**config.mk**
```make
export PLATFORM = sky130hd
export DESIGN_NAME = lsu_subword
export DESIGN_NICKNAME = d
export VERILOG_FILES = /design/src/rtl/lsu_subword.sv
export SDC_FILE = /design/constraint.sdc
export NUM_CORES = 1
export LEC_CHECK = 0
export CELL_PAD_IN_SITES_DETAIL_PLACEMENT = 1
export CELL_PAD_IN_SITES_GLOBAL_PLACEMENT = 1
export CORE_AREA = 10 10 140 142
export CTS_BUF_LIST = sky130_fd_sc_hd__clkbuf_2
export DETAILED_ROUTE_END_ITERATION = 10
export DIE_AREA = 0 0 150 152
export PLACE_DENSITY = 0.79
export SETUP_SLACK_MARGIN = 0.05
export SLEW_MARGIN = 10
export SYNTH_ARGS = -nofsm -noshare
export SYNTH_HDL_FRONTEND = slang
export SYNTH_SLANG_ARGS = --single-unit
```
**constraint.sdc**
```tcl
create_clock -name clk -period 3.9 [get_ports clk]
set_input_delay 0.78 -clock clk [delete_from_list [all_inputs] [get_ports clk]]
set_output_delay 0.78 -clock clk [all_outputs]
set_load 0.01 [all_outputs]
```
**src/rtl/lsu_subword.sv**
```systemverilog
// Sub-word load/store unit in front of a word-addressed data memory.
// Byte/half stores become a stalled read-modify-write pair; misaligned accesses are dropped and counted.
module lsu_subword #(
  parameter int FAULT_CNT_W = 8
) (
  input  logic                   clk,
  input  logic                   reset,
  input  logic                   req,
  input  logic                   st,
  input  logic [1:0]             size,
  input  logic                   uns,
  input  logic [31:0]            addr,
  input  logic [31:0]            wdata,
  output logic [31:0]            rdata,
  output logic                   stall,
  output logic                   fault,
  output logic [FAULT_CNT_W-1:0] fault_cnt,
  output logic                   mem_we,
  output logic [31:0]            mem_a,
  output logic [31:0]            mem_wd,
  input  logic [31:0]            mem_rd
);

  typedef enum logic [0:0] {IDLE = 1'b0, WRITE = 1'b1} state_t;

  state_t                 state_r;
  logic [31:0]            addr_q_r;
  logic [31:0]            merge_q_r;
  logic [FAULT_CNT_W-1:0] fault_cnt_r;

  logic        is_word_s;
  logic        is_half_s;
  logic        misalign_s;
  logic [31:0] word_a_s;
  logic [7:0]  lane_b_s;
  logic [15:0] lane_h_s;
  logic [31:0] ld_data_s;

  // Replace the addressed byte or halfword lane of old_w with the low bits of new_d.
  function automatic logic [31:0] merge_lanes(input logic [31:0] old_w, input logic [31:0] new_d,
                                              input logic half, input logic [1:0] off);
    logic [31:0] m;
    m = old_w;
    if (half) begin
      if (off[1]) m[31:16] = new_d[15:0];
      else        m[15:0]  = new_d[15:0];
    end else begin
      case (off)
        2'b00:   m[7:0]   = new_d[7:0];
        2'b01:   m[15:8]  = new_d[7:0];
        2'b10:   m[23:16] = new_d[7:0];
        2'b11:   m[31:24] = new_d[7:0];
        default: m        = old_w;
      endcase
    end
    return m;
  endfunction

  assign is_word_s  = size[1];
  assign is_half_s  = (size == 2'b01);
  assign misalign_s = (is_half_s & addr[0]) | (is_word_s & (addr[1:0] != 2'b00));
  assign word_a_s   = {addr[31:2], 2'b00};
  assign fault      = req & misalign_s & (state_r == IDLE);
  assign fault_cnt  = fault_cnt_r;

  // Lane selection and sign/zero extension of the load result.
  always_comb begin
    lane_b_s  = 8'h00;
    ld_data_s = mem_rd;
    case (addr[1:0])
      2'b00:   lane_b_s = mem_rd[7:0];
      2'b01:   lane_b_s = mem_rd[15:8];
      2'b10:   lane_b_s = mem_rd[23:16];
      2'b11:   lane_b_s = mem_rd[31:24];
      default: lane_b_s = 8'h00;
    endcase
    lane_h_s = addr[1] ? mem_rd[31:16] : mem_rd[15:0];
    case (size)
      2'b00:   ld_data_s = uns ? {24'h000000, lane_b_s} : {{24{lane_b_s[7]}}, lane_b_s};
      2'b01:   ld_data_s = uns ? {16'h0000, lane_h_s} : {{16{lane_h_s[15]}}, lane_h_s};
      default: ld_data_s = mem_rd;
    endcase
  end

  // Core-side and memory-side outputs; reset forces the write and stall off in the same cycle.
  always_comb begin
    mem_we = 1'b0;
    stall  = 1'b0;
    rdata  = 32'h0000_0000;
    mem_a  = word_a_s;
    mem_wd = wdata;
    if (reset) begin
      mem_we = 1'b0;
    end else if (state_r == WRITE) begin
      mem_a  = addr_q_r;
      mem_wd = merge_q_r;
      mem_we = 1'b1;
    end else if (req && !misalign_s) begin
      if (st) begin
        if (is_word_s) mem_we = 1'b1;
        else           stall  = 1'b1;
      end else begin
        rdata = ld_data_s;
      end
    end else begin
      mem_we = 1'b0;
    end
  end

  // RMW sequencer and saturating misalignment counter.
  always_ff @(posedge clk or posedge reset) begin
    if (reset) begin
      state_r     <= IDLE;
      addr_q_r    <= 32'h0000_0000;
      merge_q_r   <= 32'h0000_0000;
      fault_cnt_r <= {FAULT_CNT_W{1'b0}};
    end else begin
      case (state_r)
        IDLE: begin
          if (req && misalign_s) begin
            if (fault_cnt_r != {FAULT_CNT_W{1'b1}})
              fault_cnt_r <= fault_cnt_r + {{(FAULT_CNT_W-1){1'b0}}, 1'b1};
            else
              fault_cnt_r <= fault_cnt_r;
          end else if (req && st && !is_word_s) begin
            addr_q_r  <= word_a_s;
            merge_q_r <= merge_lanes(mem_rd, wdata, is_half_s, addr[1:0]);
            state_r   <= WRITE;
          end else begin
            state_r <= IDLE;
          end
        end
        WRITE:   state_r <= IDLE;
        default: state_r <= IDLE;
      endcase
    end
  end

endmodule

```
== Yosys cells after proc, flatten, opt, wreduce, memory -nomap -nowiden ==
Cells that the tools add are included.

* Bits in registers: 71
* Bits of input ports: 103
* Output and inout bits: 107
* Word-level logic and storage cells: 61

* $add $sub $neg: 1
* Eq/ne operators: 5
* Multiplexer cells: 33
* Bitwise logic cells: 7
* Reduce and logical (&&, ||, !) cells: 11

{| class="wikitable"
|+ Operators with widths
! cell !! count
|-
| two-way mux 32 bit || 11
|-
| case mux 32 bit (2 select lines) || 1
|-
| two-way mux 16 bit || 3
|-
| two-way mux 8 bit || 4
|-
| case mux 8 bit (4 select lines) || 1
|-
| two-way mux 1 bit || 12
|-
| adder 8 x 1 -> 8 bit, second input constant || 1
|-
| inequality test 8 bit, second input constant || 1
|-
| AND reduction 3 bit || 2
|-
| AND 1 bit || 4
|-
| == test 2 x 1 -> 1 bit, second input constant || 2
|-
| == test 2 bit, second input constant || 2
|-
| logical AND 1 bit || 4
|-
| logical NOT 2 bit || 2
|-
| logical NOT 1 bit || 2
|-
| NOT 1 bit || 2
|-
| case mux 1 bit (2 select lines) || 1
|-
| nonzero test 2 bit || 1
|-
| bitwise OR 1 bit || 1
|}

== Depth between registers and ports, before layout ==
* Depth after elaboration: 8
* Mapped depth: 7
* Mapped depth without buffers: 5

== Worst setup path after synthesis ==
No wires, ideal clock.

* Path kind: input -> output
* Start point: input reset
* End point: output mem_a[10]
* Arrival: 3372 ps
* Required time: 3120 ps
* Slack: -252 ps
* Stages: 4
* Buffers on the path: 1
* Path through: inv_1 > nand2_1 > clkbuf_1 > mux2_2

* Cells in the longest elaborated chain, start to end: 1

{| class="wikitable"
|+ Ends and longest elaborated chain
! element !! line !! text
|-
| from (decl) || 7 || <nowiki>input logic reset,</nowiki>
|-
| two-way mux 32 bit || 92 || <nowiki>if (reset) begin</nowiki>
|-
| to (decl) || 19 || <nowiki>output logic [31:0] mem_a,</nowiki>
|}

No other way between the ends.

== Final worst setup path ==
* Start point: input addr[1]
* End point: output rdata[6]

* Cells in the longest elaborated chain, start to end: 8
* Elaborated cells between the ends (all ways): 18
* Classes of those cells: eq/ne (3); mux (9); bitwise (2); reduce/logical (4)

{| class="wikitable"
|+ Ends and longest elaborated chain
! element !! line !! text
|-
| from (decl) || 12 || <nowiki>input logic [31:0] addr,</nowiki>
|-
| == test 2 bit (tied with other cells) || 70 || <nowiki>case (addr[1:0])</nowiki>
|-
| case mux 8 bit (4 select lines) or AND 1 bit (tied branches) || 70, 61 ||
|-
| two-way mux 32 bit or bitwise OR 1 bit (tied branches) || 79, 61 ||
|-
| case mux 32 bit (2 select lines) or logical NOT 1 bit (tied branches) || 78, 98 ||
|-
| two-way mux 32 bit or logical AND 1 bit (tied branches) || 99, 98 ||
|-
| two-way mux 32 bit * || 98 || <nowiki>end else if (req && !misalign_s) begin</nowiki>
|-
| two-way mux 32 bit * || 94 || <nowiki>end else if (state_r == WRITE) begin</nowiki>
|-
| two-way mux 32 bit * || 92 ||
|-
| to (decl) || 14 || <nowiki>output logic [31:0] rdata,</nowiki>
|}

Every way passes the cells marked *; elsewhere a longest branch is shown, timed or not.

==> results.cfg <==
[outcome]
status = complete, no violations

[critical_path]
cpPeakStageDelay_ps = 620
cp_cell_sequence = clkdlybuf4s50_1, buf_12, or2_2, a21o_4, a2111oi_2, clkdlybuf4s50_1
cp-startpoint = addr[1]
cpMostUsedCell = clkdlybuf4s50_1
cp_num_buf_inv = 3
crit_type = input pin to output pin
cp_slowest_cell = clkdlybuf4s50_1
worstPathMaxFanout = 25
worstRegToRegCells = 7
cp-end-kind = output pin
timing.rr.end = addr_q_r[11]
cp_top_family = buffers and inverters
critPathRequiredTime_ps = 3120
critPathLaunchType = input pin
r2r_start = state_r
critPathArrivalTime_ps = 3010
reg2reg_slack_ps = 1840

[sta]
finClkSkew_ps = 22.1
rsz0062_at_grt = false
relSlewSlack = 0.377
period_needed_ps = 3790
min_period_over_period = 0.972
fmax_mhz = 264
drv_slew = 0
tightest_slew_ps = 935
hold_viol = 0
fin_tns_setup_ps = 0
setup_violations = 0
finalWorstSetupSlack_ps = 109

[floorplanning]
ioPinCount = 210
die_w_um = 150
start_util = 0.284
dieArea_um2 = 22800
num_rows = 48
core-area_um2 = 16900
die_h_um = 152

[clock_tree]
cts_made_buffers = 9
hold_buffers = 0
clk_path_buf_depth = 2
cts_sinks = 71
htreeDepth = 3
clk_pin_slew_worst_paths_ps = 180
cts_tree = done
post-cts-setup-buffers = 0
insertion_delay_ps = 540
root_buffer = clkbuf_2

[logic_synthesis]
yosys_warnings = 0
seq_area_frac_synth = 0.370
synth-seq-cells = 71
syn_area_per_cell_um2 = 9.16
synthCells = 525
synthArstFlopShare = 1.00
syn-cell-area_um2 = 4810
synth_edf_count = 0
ys.flop_type = dfrtp_1
synth_cell_types = 51

[grt]
grt_remaining_overflow = 0
track_usage = 0.170
grt_pass1_vias = 5363
grt_antenna_before_repair = 0
grt_pass1_wl_mm = 30.9
grt_max_degree = 96

[power_and_ir_drop]
p_leak_nw = 3.29
p_per_area_nw_per_um2 = 296
irDropWorstVdd_v = 0.000133

[worst_hold_path]
min_path_type = register to register
min_from = addr_q_r[25]
whs_endpoint = addr_q_r[25]
min_path_cells = 2

[place]
gp_congestion = 0.913
port_buffers = 207
dp_hpwl_mm = 15.8
pre_cts_ws_ps = -34.8

[finish]
final_net_count = 835
drive_gt1_frac = 0.196
antenna_cells = 0
final_common_cell = clkdlybuf4s50_1
areaGrowthSynthToFinish_pct = 53.0
layout_common_cells = 206 x clkdlybuf4s50_1, 138 x nand2_1, 74 x mux2_2, 71 x dfrtp_1, 34 x o21ai_0

[routing]
ant_nets = 0
drt-pass1-iter-count = 4
viasPerCell = 4.99
num_vias = 4783
drc = 0
wl_mm = 19.9
drt-initial-drc-count = 249
wl_per_cell_um = 20.7

[job]
drv_cap = 0
how the worst max path moves through the flow:
stage	end	slack [ps]	cells after the start
4_1_cts	rdata[6]	110	6
3_5_place_dp	rdata[27]	-30	6
2_1_floorplan	mem_a[10]	90	4
3_3_place_gp	rdata[21]	70	6
5_1_grt	rdata[3]	60	6
6_report	rdata[6]	110	6
per-stage QoR:
step            util  instance area [µm²]  instances  hold WS [ps]  power (mW)
2_1_floorplan      -                 4810        526           442        1.35
3_3_place_gp   0.428                 7250        945           456        1.76
3_5_place_dp   0.428                 7250        945           471        1.79
4_1_cts        0.434                 7350        959           513        2.21
5_1_grt        0.434                 7350        959           541        2.32
6_report       0.434                 7350        959           504        2.18
timing repair:
item                                    in CTS  in global routing
gates resized for setup                      2                  1
endpoints found under the setup margin      20                  1
pin swaps                                    0                  0
layout make-up:
type / instances / area [µm²]
clock buffer: 9 / 45.0
clock inverter: 5 / 51.3
fill: 1939 / 9580
inverter: 14 / 56.3
multi-input combinational: 402 / 2820
sequential: 71 / 1780
tap: 225 / 282
timing repair buffer: 233 / 2320
kinds of logic after synthesis:
kind of cell / after synthesis / synth area share
AOI/OAI and AO/OA: 105 / 0.162
other: 1 / 0.000780
buffers and inverters: 53 / 0.0489
DFF: 71 / 0.370
muxes: 99 / 0.236
and+or+nand+nor: 189 / 0.169
xor gates and xnor gates: 6 / 0.0109
adders and majority gates: 1 / 0.00260
cells in the mapped netlist (all sizes together) (2+ instances only):
cell type	n	share of area
a2111oi	4	0.012
a21o	19	0.031
a21oi	6	0.0086
a221oi	9	0.027
a32oi	2	0.0036
and4	2	0.0036
buf	15	0.019
clkbuf	24	0.019
dfrtp	71	0.37
inv	14	0.011
mux2	74	0.17
mux2i	21	0.044
mux4	4	0.019
nand2	139	0.11
nand2b	11	0.014
nand3	4	0.0042
nor2	17	0.013
nor2b	4	0.0052
nor3	4	0.0075
nor4	2	0.0026
o21ai	38	0.040
o22ai	19	0.025
or2	2	0.0026
xor2	6	0.011
where the power goes:
part	internal (mW)	total, mW	switching (mW)
Clock	0.137	0.407	0.270
Combinational	0.407	0.759	0.351
Sequential	0.891	1.01	0.120
Total	1.43	2.18	0.742
registers in the layout, indices dropped and copies added (netlist names):
signal / flops
merge_q_r: 32
addr_q_r: 30
state_r: 1
fault_cnt: 8
tightest hold or removal path, cell delays in order, from the launching register on:
cell	delay, ps
dfrtp_1	390
nand2_1	50
nand2_1	50
routing by layer:
layer | routed length (µm) | track usage | vias to the layer above
met2 | 9720 | 0.288 | 162
met4 | 375 | 0.0509 | 0
met3 | 1530 | 0.0538 | 25
met1 | 8230 | 0.199 | 2347
li1 | - | - | 2249
met5 | 0 | 0 | -
Note: power is estimated with default switching activity, not from simulation.
